**config.mk**
```make
export PLATFORM = sky130hd
export DESIGN_NAME = svn_seg_scan_decoder
export DESIGN_NICKNAME = d
export VERILOG_FILES = /design/src/rtl/svn_seg_scan_decoder.sv
export SDC_FILE = /design/constraint.sdc
export NUM_CORES = 1
export LEC_CHECK = 0
export BUFFER_PORTS_ARGS = -buffer_cell sky130_fd_sc_hd__buf_2
export CORE_MARGIN = 3
export CORE_UTILIZATION = 50
export DETAILED_ROUTE_END_ITERATION = 8
export PLACE_DENSITY = 0.66
export SLEW_MARGIN = 20
export SYNTH_ARGS = -nofsm -noshare
export SYNTH_HDL_FRONTEND = slang
export SYNTH_SLANG_ARGS = --single-unit
```
**constraint.sdc**
```tcl
create_clock -name clk -period 6.38 [get_ports clk]
set_input_delay 0.957 -clock clk [delete_from_list [all_inputs] [get_ports clk]]
set_output_delay 0.957 -clock clk [all_outputs]
set_load 0.05 [all_outputs]
```
**src/rtl/svn_seg_scan_decoder.sv**
```systemverilog
// Readback decoder for the 3-digit multiplexed 7-segment bus: debounces each digit dwell,
// decodes the glyph to hex and publishes a 12-bit word once all three digits are seen.
module svn_seg_scan_decoder #(
  parameter int STABLE_CYC = 16,
  parameter int TIMEOUT    = 262143,
  parameter int TO_W       = 18
) (
  input  logic        clk,
  input  logic        rst,
  input  logic [3:0]  en,
  input  logic [6:0]  svn_conf,
  input  logic        DP,
  output logic [11:0] data,
  output logic [2:0]  dp_mask,
  output logic        frame_valid,
  output logic        seg_err,
  output logic        stale
);

  localparam int CW = $clog2(STABLE_CYC) + 1;

  typedef enum logic [1:0] {IDLE, SETTLE, HOLD} state_t;

  state_t          state_reg, state_next;
  logic [CW-1:0]   cnt_reg, cnt_next;
  logic [11:0]     smp_reg, prev_reg;
  logic [TO_W-1:0] to_cnt_reg;
  logic [2:0]      mask_reg, mask_next;
  logic [11:0]     nib_reg, nib_next;
  logic [2:0]      dpb_reg, dpb_next;
  logic            change, capture, good_cap, frame_done;
  logic [2:0]      slot_sel;
  logic            is_blank, glyph_ok;
  logic [3:0]      glyph_code;

  function automatic logic [4:0] glyph_dec(input logic [6:0] s);
    case (s)
      7'h40: glyph_dec = {1'b1, 4'h0};
      7'h79: glyph_dec = {1'b1, 4'h1};
      7'h24: glyph_dec = {1'b1, 4'h2};
      7'h30: glyph_dec = {1'b1, 4'h3};
      7'h19: glyph_dec = {1'b1, 4'h4};
      7'h12: glyph_dec = {1'b1, 4'h5};
      7'h02: glyph_dec = {1'b1, 4'h6};
      7'h78: glyph_dec = {1'b1, 4'h7};
      7'h00: glyph_dec = {1'b1, 4'h8};
      7'h10: glyph_dec = {1'b1, 4'h9};
      7'h08: glyph_dec = {1'b1, 4'hA};
      7'h03: glyph_dec = {1'b1, 4'hB};
      7'h46: glyph_dec = {1'b1, 4'hC};
      7'h21: glyph_dec = {1'b1, 4'hD};
      7'h06: glyph_dec = {1'b1, 4'hE};
      7'h0E: glyph_dec = {1'b1, 4'hF};
      default: glyph_dec = {1'b0, 4'h0};
    endcase
  endfunction

  // Bus idles as all-ones (no digit, segments dark), so that is the reset sample.
  always_ff @(posedge clk) begin
    if (rst) begin
      smp_reg  <= '1;
      prev_reg <= '1;
    end else begin
      smp_reg  <= {en, svn_conf, DP};
      prev_reg <= smp_reg;
    end
  end

  assign change = (smp_reg != prev_reg);

  always_comb begin
    state_next = state_reg;
    cnt_next   = cnt_reg;
    capture    = 1'b0;
    case (state_reg)
      IDLE: begin
        if (change) begin
          state_next = SETTLE;
          cnt_next   = CW'(1);
        end
      end
      SETTLE: begin
        if (change) begin
          cnt_next = CW'(1);
        end else if (cnt_reg == CW'(STABLE_CYC)) begin
          capture    = 1'b1;
          state_next = HOLD;
        end else begin
          cnt_next = cnt_reg + CW'(1);
        end
      end
      HOLD: begin
        if (change) begin
          state_next = SETTLE;
          cnt_next   = CW'(1);
        end
      end
      default: state_next = IDLE;
    endcase
  end

  always_comb begin
    slot_sel = 3'b000;
    is_blank = 1'b0;
    case (smp_reg[11:8])
      4'b1110: slot_sel = 3'b001;
      4'b1101: slot_sel = 3'b010;
      4'b1011: slot_sel = 3'b100;
      4'b1111: is_blank = 1'b1;
      default: slot_sel = 3'b000;
    endcase
  end

  assign {glyph_ok, glyph_code} = glyph_dec(smp_reg[7:1]);
  assign good_cap   = capture && (slot_sel != 3'b000) && glyph_ok;
  assign mask_next  = mask_reg | (good_cap ? slot_sel : 3'b000);
  assign frame_done = good_cap && (mask_next == 3'b111);

  // Next slot contents let the completing digit land in data on the same edge it is stored.
  generate
    for (genvar gi = 0; gi < 3; gi++) begin : g_slot
      assign nib_next[gi*4 +: 4] = (good_cap && slot_sel[gi]) ? glyph_code : nib_reg[gi*4 +: 4];
      assign dpb_next[gi]        = (good_cap && slot_sel[gi]) ? smp_reg[0] : dpb_reg[gi];
    end
  endgenerate

  always_ff @(posedge clk) begin
    if (rst) begin
      state_reg   <= IDLE;
      cnt_reg     <= '0;
      to_cnt_reg  <= '0;
      mask_reg    <= '0;
      nib_reg     <= '0;
      dpb_reg     <= '0;
      data        <= '0;
      dp_mask     <= '0;
      frame_valid <= 1'b0;
      seg_err     <= 1'b0;
    end else begin
      state_reg   <= state_next;
      cnt_reg     <= cnt_next;
      nib_reg     <= nib_next;
      dpb_reg     <= dpb_next;
      frame_valid <= frame_done;
      if (frame_done) begin
        data     <= nib_next;
        dp_mask  <= dpb_next;
        mask_reg <= 3'b000;
      end else begin
        mask_reg <= mask_next;
      end
      if (capture && !is_blank && ((slot_sel == 3'b000) || !glyph_ok))
        seg_err <= 1'b1;
      if (good_cap)
        to_cnt_reg <= '0;
      else if (to_cnt_reg != TO_W'(TIMEOUT))
        to_cnt_reg <= to_cnt_reg + TO_W'(1);
    end
  end

  assign stale = (to_cnt_reg == TO_W'(TIMEOUT));

endmodule

```
# == After elaboration in Yosys (flattened, before gate mapping) ==
# Cells that the tools add are included.
# totals
register_bits,84
input_bits,14
output_inout_bits,18
word_cells,87
# classes
add_sub_neg,2
eq_ne,30
n_mux,21
bitwise,1
n_reduce_logical,21
# ops
cell,n
$pmux 5 s16,1
$eq 7x7->1 const B,4
$eq 7x5->1 const B,3
$eq 7x6->1 const B,3
$add 18x1->18 const B,1
$eq 18x18->1 const B,1
$ne 18x18->1 const B,1
$eq 4x4->1 const B,4
$mux 5,3
$eq 7x2->1 const B,2
$eq 7x4->1 const B,2
$mux 4,3
$ne 12x12->1,1
$pmux 5 s2,1
$pmux 3 s3,1
$logic_and 1x1->1,8
$eq 7x3->1 const B,1
$logic_not 7->1,1
$mux 1,7
$mux 2,3
$reduce_and 3->1,2
$reduce_or 2->1,3
$add 5x1->5 const B,1
$eq 5x5->1 const B,1
other kinds (15),17

# == Longest topological paths before layout ==
# Gate-level depths: netlist (run 1).
# depth
word_depth,11
mapped_depth,11
ltp_nobuf,8

# == Worst setup path before layout (run 1) ==
# OpenSTA, ideal clock, no wires.
# synth_path
path_kind,register to output
startpoint,reg to_cnt_reg[0]
endpoint,out stale
arrival_ps,1643
t_required_ps,5423
path_slack_ps,3780
stages_incl_launch_ff,7
n_path_buf,1
cell_sequence,dfxtp_1 -> ha_1 -> and2_1 -> and4_1 -> clkbuf_1 -> nand3_1 -> inv_1
# synth_between
elab_chain_len,1
# synth_rtl
item,line,rtl
from (decl),27,logic [TO_W-1:0] to_cnt_reg;
from (signal assigned),157,to_cnt_reg <= to_cnt_reg + TO_W'(1);
$eq 18x18->1,161,assign stale = (to_cnt_reg == TO_W'(TIMEOUT));
to (decl),17,output logic stale
# Every way passes these cells.

# == Final worst setup path (run 1) ==
# layout_path
startpoint,reg smp_reg[2]
endpoint,reg data[10]
# layout_between
elab_chain_len,9
word_cells_on_any_way,28
classes_between,17 x eq/ne; 5 x mux; 1 x bitwise; 5 x reduce/logical
# layout_rtl
item,line,rtl
from (decl),26,"logic [11:0] smp_reg, prev_reg;"
from (signal assigned),64,"smp_reg <= {en, svn_conf, DP};"
$ne 12x12->1,69,assign change = (smp_reg != prev_reg);
$mux 1,83,if (change) begin
$mux 1,75,case (state_reg)
$logic_and 1x1->1 (2 in a row),115,assign good_cap = capture && (slot_sel != 3'b000) && glyph_ok;
$mux 3,116,assign mask_next = mask_reg | (good_cap ? slot_sel : 3'b000);
$or 3x3->3,116,
$eq 3x3->1,117,assign frame_done = good_cap && (mask_next == 3'b111);
$logic_and 1x1->1,117,
to (signal assigned),146,data <= nib_next;
to (decl),13,"output logic [11:0] data,"
# Several ways; a longest one is shown, not always the timed one.
# A chain may end at the register's enable or synchronous reset.

==> flow_metrics.py, run 1 <==
metrics = {
    "synthesis": {
        "synthesis.area_mm2": 0.003837,
        "synth_nets": 441,
        "ys_async_sr_fraction_pct": 0,
        "synth_cell_types": 61,
        "synth_seq_cells": 84,
        "synth_cells": 424,
        "syn_area_per_cell_um2": 9.051,
        "synthFlopType": "dfxtp_1",
        "synth_edf_count": 0,
        "yosys_warnings": 0,
        "yosysSeqAreaShare_pct": 43.82,
    },
    "global_route": {
        "antenna_found_initial": 0,
        "grt_max_degree": 49,
        "grt_pass1_vias": 2805,
        "grt_use_total_pct": 19.39,
        "overflow": 0,
        "grt_pass1_wl_mm": 13.50,
    },
    "drt": {
        "ant_nets": 0,
        "firstDrtPassIters": 4,
        "wl_mm": 7.878,
        "drt_iter0_markers": 140,
        "via_per_inst": 5.474,
        "drc": 0,
        "wl_per_cell_um": 14.64,
        "via_count": 2945,
    },
    "cts": {
        "clock_latency_ps": 380,
        "htreeDepth": 3,
        "postCtsSetupBuffers": 0,
        "ctsResizeCount": 0,
        "tritoncts": "yes",
        "cts_hold_buf": 0,
        "clkTransAtPathRegs_ps": 90,
        "cts-root-buf": "clkbuf_8",
        "cts_made_buffers": 9,
        "cts.sinks": 84,
        "cts_buffer_depth": 2,
    },
    "critical_path": {
        "worst_ep_required_time_ps": 6620,
        "timing.rr.start": "smp_reg[2]",
        "worstPathArrival_ps": 3640,
        "cp-end-kind": "flip-flop",
        "r2r_end": "data[10]",
        "critPathKind": "flip-flop to flip-flop",
        "crit_path_max_fanout": 18,
        "rr_worst_depth": 6,
        "critPathLaunchType": "flip-flop",
        "slowest_delay_ps": 690,
        "reg2reg_setup_slack_ps": 2980,
        "crit_chain": "or4b_1 > or4_1 > o311a_1 > a311oi_2 > and2_1 > o22ai_1",
        "critPathSlowestCell": "and2_1",
    },
    "timing": {
        "grt_setup_unrepaired": "no",
        "max_freq_ghz": 0.2941,
        "finClkSkew_ps": 14.64,
        "post-route-period-util_pct": 53.30,
        "relSlewSlack_pct": 42.60,
        "fin_crit_ps": 3400,
        "finalHoldViolations": 0,
        "whs_ps": 470.9,
        "slew_violations": 0,
        "setup_tns_ps": 0,
        "finalSetupViolations": 0,
        "tightest_slew_ps": 849.9,
    },
    "hold_path": {
        "min_path_type": "flip-flop to flip-flop",
        "hold_path_depth": 2,
        "whs_endpoint": "data[10]",
        "worstHoldStart": "data[10]",
    },
    "cells_and_area": {
        "diodes": 0,
        "drive_above_1_share_pct": 18.22,
        "syn2layout_area_growth_pct": 8.803,
        "largest_register_ffs": 18,
        "final_area_mm2": 0.004175,
        "final_nets": 451,
    },
    "power": {
        "p_per_area_mw_per_mm2": 238.5,
        "p_sw_uw": 252.5,
        "combPwrFrac_pct": 4.7,
        "swShare_pct": 25.36,
        "seqPwrFrac_pct": 55.4,
        "p_int_uw": 743.2,
        "p_clk_share_pct": 39.8,
        "p_leak_uw": 0.001616,
        "vdd_drop_max_mv": 0.1482,
    },
    "placement": {
        "place_area_mm2": 0.003970,
        "gp_congestion": 0.7601,
        "port-buffer-count": 31,
        "dpl.hpwl_mm": 5.112,
    },
    "floorplanning": {
        "die_w_um": 93.61,
        "start_util_pct": 52.35,
        "die_h_um": 93.61,
        "num_rows": 31,
        "dieArea_mm2": 0.008762,
        "io_pins": 32,
        "core-area_mm2": 0.007331,
    },
    "run": {
        "drv_cap": 0,
    },
    "run_status": {
        "status": "complete, no violations",
    },
}
power by group through the flow:
stage	clock network, uW	registers [uW]	logic, uW
after global routing	427	555	53.0
after global placement	0	564	46.0
after floorplan	0	551	47.6
after CTS	407	552	47.7
final	397	552	46.9
after detailed placement	0	564	47.2
cell usage after synthesis, types with 4 or more instances:
cell type   n  area, um^2
dfxtp_1    84        1682
nor2_1     47       176.4
nand2_1    40       150.1
clkbuf_1   25       93.84
or2_2      22       137.6
xnor2_1    20       175.2
mux2i_1    17       170.2
nand3_1    12       60.06
o22ai_1    12       75.07
a21oi_1     9       45.04
xor2_1      9       78.83
inv_1       8       30.03
nor3_1      8       40.04
o21ai_0     8       40.04
and3_1      7       43.79
and3b_1     6       52.55
nand4_1     6       37.54
or3_1       6       37.54
a31oi_1     5       31.28
and2_1      5       31.28
nand2b_1    4       25.02
cell families after synthesis:
| family | count (synthesis) | share of synthesized area [%] |
|---|---|---|
| adders and majority gates | 3 | 0.9783 |
| AOI/OAI and AO/OA | 66 | 14.15 |
| and+or+nand+nor | 183 | 25.01 |
| xor gates and xnor gates | 29 | 6.619 |
| muxes | 18 | 4.728 |
| buffers and inverters | 41 | 4.695 |
| DFF | 84 | 43.82 |
worst max-delay path: cells and delay by family, from the launching register on:
| kind | cells | cell delay [ps] |
|---|---|---|
| compound gates | 3 | 950 |
| flops | 1 | 680 |
| simple gates | 3 | 1640 |
metal layers:
metal  vias to the layer above  wire, um  GRT usage (%)
li1                       1497         -              -
met1                      1387      3923          26.19
met2                        53      3518          29.84
met3                         8       358          5.953
met4                         0        78          5.776
met5                         -         0              0
layout make-up:
type	instances	area, um^2
multi-input cells	299	1976
flip-flops and latches	84	1682
fillers	677	3156
clock buffers	9	123.9
inverters	9	33.78
clock inverters	7	81.33
well taps	99	123.9
repair buffers	31	155.1
how the worst max path moves through the flow:
stage / start / to / slack, ps / cells past startpoint
after detailed placement: rst / data[4] / 3010 / 4
final: smp_reg[2] / data[10] / 2980 / 6
after floorplan: to_cnt_reg[0] / stale / 3780 / 6
after CTS: smp_reg[2] / data[10] / 3030 / 6
after global routing: smp_reg[2] / data[10] / 2780 / 6
after global placement: rst / data[5] / 3090 / 4
cells in the final DEF (no fill, tap or decap), types with 8 or more instances in the layout:
cell	instances
o22ai_1	12
or2_2	22
o21ai_0	8
dfxtp_1	84
mux2i_1	17
buf_2	31
clkbuf_8	9
nand3_1	12
nor2_1	47
a21oi_1	9
nand2_1	40
xnor2_1	20
xor2_1	9
inv_1	8
nor3_1	8
stage by stage:
step                instances  total power, uW  utilization, %  worst slack (ps)
floorplan                 424            598.5               -              3780
global placement          522            609.5           54.16              3093
detailed placement        522            611.1           54.16              3005
CTS                       538             1006           56.96              3026
global route              538             1035           56.96              2781
finish                    538            995.7           56.96              2980
(Power assumes the default switching activity.)
==> run 2, diff against run 1 <==
clock period = 3.6 ns   (was 6.38 ns; I/O delays follow)
==> run 2 against run 1 <==
Effect of this change: routed wire length shrank 3.3%; flip-flop and latch count is the same; worst setup slack lost 2400 ps; largest cell class unchanged; critical path depth is the same.
==> flow_metrics.py, run 2 (synthesis results as in run 1) <==
metrics = {
    "cells_and_area": {
        "syn2layout_area_growth_pct": 9.977,
        "diodes": 0,
        "final_area_mm2": 0.004220,
        "final_nets": 456,
        "fillers": 650,
        "drive_above_1_share_pct": 19.14,
        "final_cell_mix": "dfxtp_1, nor2_1, nand2_1, buf_2, or2_2",
        "layout_commonest_cell": "dfxtp_1",
        "largest_register_ffs": 18,
    },
    "critical_path": {
        "critPathSlowestCell": "or4b_1",
        "crit_path_max_fanout": 14,
        "critPathTopFamily": "simple AND/OR/NAND/NOR gates",
        "worstPathArrival_ps": 3350,
        "critPathKind": "flip-flop to flip-flop",
        "reg2reg_setup_slack_ps": 530,
        "worst_ep_required_time_ps": 3880,
        "cp-end-kind": "flip-flop",
        "slowest_delay_ps": 610,
        "crit_chain": "or4b_1 > or4_1 > o311a_1 > a311oi_2 > nand3_1 > o22ai_1",
        "critPathBufInv": 0,
        "critPathLaunchType": "flip-flop",
        "startpoint": "smp_reg[5]",
        "timing.rr.start": "smp_reg[5]",
    },
    "placement": {
        "dpl.hpwl_mm": 5.186,
        "port-buffer-count": 31,
        "place_area_mm2": 0.004008,
        "gp_congestion": 0.8840,
    },
    "power": {
        "p_leak_uw": 0.001640,
        "vdd_drop_max_mv": 0.3215,
        "p_per_area_mw_per_mm2": 421.3,
    },
    "cts": {
        "tritoncts": "yes",
        "cts_hold_buf": 0,
        "ctsResizeCount": 0,
        "cts_buffer_depth": 2,
        "cts-root-buf": "clkbuf_8",
        "clock_latency_ps": 360,
        "postCtsSetupBuffers": 0,
        "clkTransAtPathRegs_ps": 100,
        "cts_made_buffers": 9,
        "htreeDepth": 3,
        "cts.sinks": 84,
    },
    "drt": {
        "firstDrtPassIters": 4,
        "wl_per_cell_um": 14.03,
        "ant_nets": 0,
        "via_per_inst": 5.449,
        "via_count": 2959,
        "drt_iter0_markers": 146,
        "wl_mm": 7.617,
        "drc": 0,
    },
    "global_route": {
        "grt_pass1_wl_mm": 12.92,
        "overflow": 0,
        "antenna_found_initial": 0,
        "grt_use_total_pct": 18.38,
        "grt_max_degree": 27,
        "grt_pass1_vias": 2633,
    },
    "timing": {
        "finalHoldViolations": 0,
        "max_freq_ghz": 0.3259,
        "relSlewSlack_pct": 35.66,
        "fin_crit_ps": 3068,
        "tightest_slew_ps": 952.7,
        "finalSetupViolations": 0,
        "setup_tns_ps": 0,
        "post-route-period-util_pct": 85.23,
        "grt_setup_unrepaired": "no",
        "finClkSkew_ps": 15.39,
        "slew_violations": 0,
    },
    "floorplanning": {
        "io_pins": 32,
        "num_rows": 31,
        "die_h_um": 93.61,
        "core-area_mm2": 0.007331,
        "start_util_pct": 52.35,
        "die_w_um": 93.61,
        "dieArea_mm2": 0.008762,
    },
    "run_status": {
        "status": "complete, no violations",
    },
    "hold_path": {
        "min_path_type": "input pin to flip-flop",
        "worstHoldStart": "DP",
    },
    "run": {
        "drv_cap": 0,
    },
}
==> run 2: cell count changes in the layout (fill, tap and decap cells not counted), sizes merged <==
cell / previous run / this run
inv: 11 / 13
clkinvlp: 0 / 1
buf: 31 / 36
clkinv: 4 / 1
==> run 2: final timing paths <==
kind,endpoint,depth (start not counted)
min reg2reg,data[4],2
max,data[3],6
max reg2reg,data[3],6
min,smp_reg[0],2
==> run 2: worst register-to-register path, cell delays in order (launching register included) <==
cell and delay (ps):
dfxtp_1 460, or4b_1 620, or4_1 410, o311a_1 280, a311oi_2 470, nand3_1 450, o22ai_1 310
==> run 2: power breakdown <==
group	internal [uW]	switching, uW
Combinational	43.6	46.9
Clock	340	373
Sequential	945	29.3
==> run 2: final cells by class <==
cell class	count	area, um^2	area share (%)
timing repair buffer	36	192.7	4.566
sequential	84	1682	39.85
clock buffer	9	123.9	2.935
multi-input combinational	299	1976	46.81
tap	99	123.9	2.935
clock inverter	7	88.84	2.105
inverter	9	33.78	0.8005
==> run 2: per-layer routing <==
layer / part of all wire (%) / global-route usage, %
met1: 50 / 26.46
met2: 44 / 26.74
met3: 4.4 / 4.827
met4: 1.2 / 5.776
met5: 0 / 0
==> run 2: per-stage QoR <==
| step | hold slack [ps] | utilization (%) | worst slack (ps) | total power (uW) | std cells |
|---|---|---|---|---|---|
| final | 353.6 | 57.57 | 531.8 | 1778 | 543 |
| after global routing | 330.7 | 57.57 | 243.6 | 1856 | 543 |
| after CTS | 336.7 | 57.57 | 536.9 | 1803 | 543 |
| after detailed placement | 458.9 | 54.67 | 552.7 | 1086 | 527 |
| after global placement | 451.7 | 54.67 | 656.7 | 1084 | 527 |
| after floorplan | 453.3 | - | 1018 | 1061 | 424 |
